**src/rtl/led_share_scheduler.sv**
```systemverilog
// led_share_scheduler: time-shares one LED between NUM_REQ pattern sources.
// Round-robin grants of SLOT_TICKS ticks, separated by GAP_TICKS dark ticks,
// timed by an internal free-running tick prescaler.
module led_share_scheduler #(
  parameter int NUM_REQ    = 4,
  parameter int TICK_DIV   = 1 << 20,
  parameter int SLOT_TICKS = 8,
  parameter int GAP_TICKS  = 2,
  parameter int PATTERN_W  = 8
) (
  input  logic                           i_clk,
  input  logic                           i_rst_n,
  input  logic [NUM_REQ-1:0]             i_req,
  input  logic [NUM_REQ*PATTERN_W-1:0]   i_pattern,
  output logic [NUM_REQ-1:0]             o_grant,
  output logic                           o_led,
  output logic                           o_busy,
  output logic                           o_tick
);

  localparam int PRESC_W   = $clog2(TICK_DIV);
  localparam int SLOT_W    = $clog2(SLOT_TICKS + 1);
  localparam int GAP_W     = (GAP_TICKS > 0) ? $clog2(GAP_TICKS + 1) : 1;
  localparam int GAP_LAST  = (GAP_TICKS > 0) ? GAP_TICKS - 1 : 0;
  localparam int IDX_W     = $clog2(PATTERN_W);
  localparam int OWN_W     = $clog2(NUM_REQ);

  typedef enum logic [1:0] {IDLE, GRANT, GAP} state_t;

  logic [PRESC_W-1:0]   presc_q, presc_d;
  logic                 tick_q, tick_d;

  state_t               state_q, state_d;
  logic [NUM_REQ-1:0]   grant_q, grant_d;
  logic                 led_q, led_d;
  logic                 busy_q, busy_d;
  logic [PATTERN_W-1:0] pat_q, pat_d;
  logic [IDX_W-1:0]     bit_q, bit_d, bit_nxt;
  logic [SLOT_W-1:0]    slot_q, slot_d;
  logic [GAP_W-1:0]     gap_q, gap_d;
  logic [OWN_W-1:0]     last_q, last_d;

  logic [PATTERN_W-1:0] pat_arr [NUM_REQ];
  logic                 found;
  logic [OWN_W-1:0]     sel;
  logic [OWN_W-1:0]     cand;
  int                   idx;

  // Prescaler next value; tick is flagged one cycle ahead so the registered
  // strobe lines up with the cycle where the counter sits at TICK_DIV-1.
  always_comb begin
    presc_d = (presc_q == PRESC_W'(TICK_DIV - 1)) ? '0 : presc_q + 1'b1;
    tick_d  = (presc_d == PRESC_W'(TICK_DIV - 1));
  end

  // Free-running prescaler and tick strobe, never realigned by the FSM.
  always_ff @(posedge i_clk or negedge i_rst_n) begin
    if (!i_rst_n) begin
      presc_q <= '0;
      tick_q  <= 1'b0;
    end else begin
      presc_q <= presc_d;
      tick_q  <= tick_d;
    end
  end

  // Unpack the flat pattern bus and pick the next requester after last owner.
  always_comb begin
    for (int k = 0; k < NUM_REQ; k++) begin
      pat_arr[k] = i_pattern[k*PATTERN_W +: PATTERN_W];
    end
    found = 1'b0;
    sel   = last_q;
    cand  = last_q;
    idx   = 0;
    for (int i = 1; i <= NUM_REQ; i++) begin
      idx = int'(last_q) + i;
      if (idx >= NUM_REQ) idx = idx - NUM_REQ;
      cand = OWN_W'(idx);
      if (!found && i_req[cand]) begin
        found = 1'b1;
        sel   = cand;
      end
    end
  end

  // FSM next-state and registered-output computation.
  always_comb begin
    state_d = state_q;
    grant_d = grant_q;
    led_d   = led_q;
    pat_d   = pat_q;
    bit_d   = bit_q;
    slot_d  = slot_q;
    gap_d   = gap_q;
    last_d  = last_q;
    bit_nxt = (bit_q == IDX_W'(PATTERN_W - 1)) ? '0 : bit_q + 1'b1;
    case (state_q)
      IDLE: begin
        grant_d = '0;
        led_d   = 1'b0;
        if (found) begin
          state_d = GRANT;
          grant_d = NUM_REQ'(1) << sel;
          pat_d   = pat_arr[sel];
          led_d   = pat_arr[sel][0];
          bit_d   = '0;
          slot_d  = '0;
          last_d  = sel;
        end
      end
      GRANT: begin
        if (!i_req[last_q]) begin
          // Owner withdrew: release as though the slot had run out.
          state_d = (GAP_TICKS > 0) ? GAP : IDLE;
          grant_d = '0;
          led_d   = 1'b0;
          gap_d   = '0;
        end else if (tick_q) begin
          if (slot_q == SLOT_W'(SLOT_TICKS - 1)) begin
            state_d = (GAP_TICKS > 0) ? GAP : IDLE;
            grant_d = '0;
            led_d   = 1'b0;
            gap_d   = '0;
          end else begin
            slot_d = slot_q + 1'b1;
            bit_d  = bit_nxt;
            led_d  = pat_q[bit_nxt];
          end
        end
      end
      GAP: begin
        grant_d = '0;
        led_d   = 1'b0;
        if (tick_q) begin
          if (gap_q == GAP_W'(GAP_LAST)) state_d = IDLE;
          else                           gap_d   = gap_q + 1'b1;
        end
      end
      default: begin
        state_d = IDLE;
        grant_d = '0;
        led_d   = 1'b0;
      end
    endcase
    busy_d = (state_d != IDLE);
  end

  // FSM state and output registers; pointer starts at NUM_REQ-1 so 0 wins first.
  always_ff @(posedge i_clk or negedge i_rst_n) begin
    if (!i_rst_n) begin
      state_q <= IDLE;
      grant_q <= '0;
      led_q   <= 1'b0;
      busy_q  <= 1'b0;
      pat_q   <= '0;
      bit_q   <= '0;
      slot_q  <= '0;
      gap_q   <= '0;
      last_q  <= OWN_W'(NUM_REQ - 1);
    end else begin
      state_q <= state_d;
      grant_q <= grant_d;
      led_q   <= led_d;
      busy_q  <= busy_d;
      pat_q   <= pat_d;
      bit_q   <= bit_d;
      slot_q  <= slot_d;
      gap_q   <= gap_d;
      last_q  <= last_d;
    end
  end

  assign o_grant = grant_q;
  assign o_led   = led_q;
  assign o_busy  = busy_q;
  assign o_tick  = tick_q;

endmodule

```
**config.mk**
```make
export PLATFORM = sky130hd
export DESIGN_NAME = led_share_scheduler
export DESIGN_NICKNAME = d
export VERILOG_FILES = /design/src/rtl/led_share_scheduler.sv
export SDC_FILE = /design/constraint.sdc
export NUM_CORES = 1
export LEC_CHECK = 0
export CORE_MARGIN = 2
export CORE_UTILIZATION = 49
export DETAILED_ROUTE_END_ITERATION = 8
export GPL_ROUTABILITY_DRIVEN = 0
export PLACE_DENSITY_LB_ADDON = 0.2
export REMOVE_ABC_BUFFERS = 1
export SLEW_MARGIN = 20
export SYNTH_ARGS = -nofsm -noshare
export SYNTH_HDL_FRONTEND = slang
export SYNTH_SLANG_ARGS = --single-unit
```
**constraint.sdc**
```tcl
create_clock -name i_clk -period 1.79 [get_ports i_clk]
set_input_delay 0.179 -clock i_clk [delete_from_list [all_inputs] [get_ports i_clk]]
set_output_delay 0.179 -clock i_clk [all_outputs]
set_load 0.005 [all_outputs]
```
==> flow_summary.ini, run 1 <==
[outcome]
status = finished with violations
violations = setup timing

[die]
dieArea_mm2 = 0.00636
start_util = 0.508
die_w_um = 79.8
coreArea_mm2 = 0.00554
design.portCount = 45
rows = 27
dieHeight_um = 79.8

[synth]
syn_inst = 288
async_flop_share = 1.00
avgSynthCellArea_um2 = 9.77
syn_area_mm2 = 0.00281
synth_ff_type = dfrtp_1
yosys_warnings = 0
synth_largest_area_cell = dfrtp_1
yosys_register_bits = 48
synth-edff-count = 0
synth_top_area_frac = 0.409
synth.top_cells.by_area = dfrtp_1, a211oi_1, nor3b_1
synth_cell_types = 55
yosysSeqAreaShare = 0.428

[grt]
gr-usage-all-layers = 0.236
grt_pass1_wl_mm = 11.7
grt_max_degree = 49
grt_pass1_vias = 2532
antenna_found_initial = 0
grt_overflow_total = 0

[setup_path]
r2r_start = last_q[0]$_DFFE_PN1P_
cpPeakStageDelay_ps = 590
cpMaxStageDelayCell = dfstp_2
worstPathArrival_ps = 2180
startpoint = last_q[0]$_DFFE_PN1P_
critPathRequiredTime_ps = 1990
cp-end-kind = flip-flop
crit_type = reg2reg
crit_family = multiplexers
critical_path_buf_inv_count = 0
path_cells = mux4_2 > and2_4 > a21oi_4 > nor2_4 > mux2_4
start_kind = flip-flop
cp_max_fo = 4

[sta]
fin_crit_ps = 1980
final.setup.worst_slack_ps = -190
fin_skew_ps = 8.85
slew-limit-headroom = 0.590
grt_setup_unrepaired = true
final-max-slew-violation-count = 0
finalSetupViolations = 9
period_share = 1.11
worstMarginPinSlew_ps = 615
max_freq_mhz = 505
hold_violations = 0

[detailed_routing]
drt_iter0_drc = 192
wl_per_cell_um = 16.7
drt_first_pass_iters = 4
post-route-drc-count = 0
routed_via_density = 5.72
routed_wl_mm = 7.81
ant_nets = 0
dr_total_vias = 2670

[clock_tree]
root_buffer = clkbuf_8
clk_pin_slew_ps = 90
htree_levels = 2
cts.sinks = 48
cts.path.max_buffers = 2
cts_buffers = 5
cts_tree = built
clock_latency_ps = 300

[run]
cap_violations = 0

[finish]
area_growth_pct = 50.4
layout_commonest_cell = buf_4
antenna_cells = 0
final_layout_size_suffix_gt1_frac = 0.347
fin_cells = 467
post-route-util = 0.764
final_cell_mix = buf_4, dfrtp_1, clkdlybuf4s50_1
nets = 437

[power]
ir_drop_v = 0.000810
leakage_uw = 0.00171
p_per_area_mw_per_mm2 = 1160

[placed_design]
place_inst = 450
io_buffers = 44
place_ws_ps = -267
dp_hpwl_mm = 5.30

[worst_hold_path]
hp-class = in2async
## what timing repair did
action                     CTS  global route
pin swaps                    5            20
gates resized for setup     16            56
setup endpoints to repair   19            26
hold buffers                 1             0
hold endpoints to repair    38             0
setup buffers                2             8
## sequential cells by signal (all words and copies together) (netlist names)
name / count
o_busy: 1
o_grant: 4
o_led: 1
last_q: 2
gap_q: 2
slot_q: 4
state_q: 2
o_tick: 1
presc_q: 20
bit_q: 3
pat_q: 8
## layout make-up
class                   instances  area [µm²]
well taps                      72        90.1
repair buffers                112        1010
multi-input cells             220        1810
fillers                       384        1310
inverters                       7        26.3
clock inverters                 1        7.51
flip-flops and latches         48        1200
clock buffers                   7        86.3
## synthesized netlist by cell type, types with 8 or more instances
library cell,instances
dfrtp_1,46
o31ai_1,14
o21ai_0,12
nor2_1,17
xnor2_1,8
a211oi_1,17
nand2_1,30
nor3b_1,16
nand3_1,8
## power by group
| part | switching [µW] | internal [µW] | total (µW) |
|---|---|---|---|
| clock | 358 | 314 | 672 |
| combinational | 1230 | 1490 | 2720 |
| sequential | 194 | 1330 | 1520 |
## logic make-up after synthesis
family / share of synthesized area
AOI/OAI and AO/OA: 0.179
xor gates and xnor gates: 0.0467
adders and majority gates: 0.0222
buffers and inverters: 0.0302
DFF: 0.428
muxes: 0.0458
and+or+nand+nor: 0.249
## final timing paths
path                                              end  slack (ps)  cells past startpoint
worst max-delay path             bit_q[0]$_DFFE_PN0P_        -190                      5
worst min-delay path            presc_q[17]$_DFF_PN0_         490                      3
worst max register to register   bit_q[0]$_DFFE_PN0P_        -190                      5
worst min register to register   pat_q[0]$_DFFE_PN0P_         490                      2
max in group asynchronous        presc_q[9]$_DFF_PN0_         870                      3
min in group i_clk               pat_q[0]$_DFFE_PN0P_         490                      2
## worst reg2reg max path: cells and delay by family, from the launching register on
family | cells | cell delay [ps]
muxes | 2 | 880
DFF | 1 | 590
and+or+nand+nor | 2 | 260
AOI/OAI and AO/OA | 1 | 160
## stage by stage
stage               hold slack [ps]  cell area, µm²  power [µW]  setup TNS, ps
detailed placement              317            3740        3640          -3780
finish                          489            4230        4920          -1020
CTS                             489            3920        4460           -577
global placement                314            3740        3570          -2850
floorplan                      -117            2760        2550          -1740
global route                    511            4230        5230          -2210
## metal layers
metal	routed length (µm)	share of wire	GRT usage
met5	0	0	0
met4	88	0.011	0.0695
met3	347	0.044	0.0283
met2	3820	0.49	0.366
met1	3560	0.46	0.349
(Power assumes the default switching activity.)
==> inputs of run 2 (changes only) <==
- CORE_UTILIZATION: 49 -> 50
- CTS_BUF_LIST: unset -> sky130_fd_sc_hd__clkbuf_8
==> flow_summary.ini, run 2 (synthesis gave the netlist of run 1 again) <==
[detailed_routing]
routed_via_density = 5.81
routed_wl_mm = 7.08
drt_first_pass_iters = 5
post-route-drc-count = 0
wl_per_cell_um = 15.7
dr_total_vias = 2615
drt_iter0_drc = 257
ant_nets = 0

[setup_path]
path_cells = mux4_2 > and2_4 > a21oi_2 > nor2_2 > mux2_2
cpPeakStageDelay_ps = 570
cpMaxStageDelayCell = dfstp_2
start_kind = flip-flop
rrSetupSlack_ps = -90
ff2ff_path_depth = 5
endpoint = bit_q[0]$_DFFE_PN0P_
startpoint = last_q[0]$_DFFE_PN1P_
r2r_start = last_q[0]$_DFFE_PN1P_
cp_max_fo = 3
cp-end-kind = flip-flop
r2r-end = bit_q[0]$_DFFE_PN0P_
critPathRequiredTime_ps = 1980
crit_type = reg2reg
worstPathArrival_ps = 2070

[die]
coreArea_mm2 = 0.00547
design.portCount = 45
dieArea_mm2 = 0.00624
dieHeight_um = 79.0
rows = 27
start_util = 0.514
die_w_um = 79.0

[sta]
fin_skew_ps = 10.9
setup-tns-final_ps = -442
max_freq_mhz = 533
finalSetupViolations = 11
period_share = 1.05
worstMarginPinSlew_ps = 480
hold_slack_ps = 361
fin_crit_ps = 1880
final.setup.worst_slack_ps = -86.1
final-max-slew-violation-count = 0
grt_setup_unrepaired = true
hold_violations = 0
slew-limit-headroom = 0.680

[finish]
largest_register_ffs = 20
top_register = presc_q
fillers = 396
area_growth_pct = 43.7
layout_commonest_cell = dfrtp_1
final_layout_size_suffix_gt1_frac = 0.283
top_regs = presc_q (20), pat_q (8)
register_area_mm2 = 0.00120
fin_cells = 450
antenna_cells = 0
final_cell_mix = dfrtp_1, clkdlybuf4s50_1, buf_4
nets = 420
multi_input_comb_area_mm2 = 0.00172

[clock_tree]
cts_buffers = 5
root_buffer = clkbuf_8
htree_levels = 2
cts_tree = built
clock_latency_ps = 300
cts.sinks = 48
cts.path.max_buffers = 2
clk_pin_slew_ps = 90

[grt]
grt_pass1_vias = 2390
gr-usage-all-layers = 0.225
grt_max_degree = 30
antenna_found_initial = 0
grt_pass1_wl_mm = 11.1
grt_overflow_total = 0

[power]
leakage_uw = 0.00162
ir_drop_v = 0.000822
p_per_area_mw_per_mm2 = 1180

[placed_design]
dp_hpwl_mm = 5.12
io_buffers = 44
place_inst = 436

[outcome]
violations = setup timing
status = finished with violations

[run]
cap_violations = 0

[worst_hold_path]
hp-class = in2async
[run 2: worst min-delay path by stage]
stage                            to  slack (ps)  depth (start not counted)
6_report       state_q[0]$_DFF_PN0_         360                          2
5_1_grt            o_busy$_DFF_PN0_         400                          2
4_1_cts        state_q[0]$_DFF_PN0_         370                          2
3_5_place_dp   gap_q[0]$_DFFE_PN0P_         160                          1
3_3_place_gp   gap_q[0]$_DFFE_PN0P_         160                          1
2_1_floorplan  bit_q[0]$_DFFE_PN0P_        -120                          0
[run 2: power by group]
group	leakage [µW]	switching (µW)	internal, µW
clock	0.0000645	353	493
sequential	0.000625	181	1330
combinational	0.000929	1130	1280
[run 2: layout make-up]
cell class | instances | area share
Sequential cell | 48 | 0.298
Multi-Input combinational cell | 221 | 0.426
Tap cell | 72 | 0.0223
Clock inverter | 1 | 0.00743
Clock buffer | 7 | 0.0238
Timing Repair Buffer | 94 | 0.216
Inverter | 7 | 0.00650
[run 2: through the flow]
stage / total power, µW / area [µm²] / setup WS [ps] / util
2_1_floorplan: 2550 / 2760 / -210 / -
3_3_place_gp: 3400 / 3660 / -200 / 0.668
3_5_place_dp: 3460 / 3660 / -338 / 0.668
4_1_cts: 4490 / 3900 / -131 / 0.712
5_1_grt: 5060 / 4040 / -152 / 0.739
6_report: 4770 / 4040 / -86.1 / 0.739
[run 2: per-layer routing]
metal	GRT usage	wire [µm]
met5	0	0
met4	0.0552	58
met3	0.0466	424
met2	0.341	3270
met1	0.331	3330
[run 2: worst max-delay path, delay by kind of cell (launching register included)]
family	cells	cell delay, ps
multiplexers	2	830
flip-flops	1	570
AND/OR/NAND/NOR	2	240
AO/OA/AOI/OAI	1	130
[run 2: what timing repair did]
| item | CTS | global route |
|---|---|---|
| pin swaps | 6 | 11 |
| endpoints found under the hold margin | 19 | 0 |
| gates resized for setup | 22 | 29 |
| buffers inserted | 2 | 2 |
| cloned | 0 | 2 |
| hold buffers | 1 | 0 |
| setup endpoints to repair | 16 | 27 |
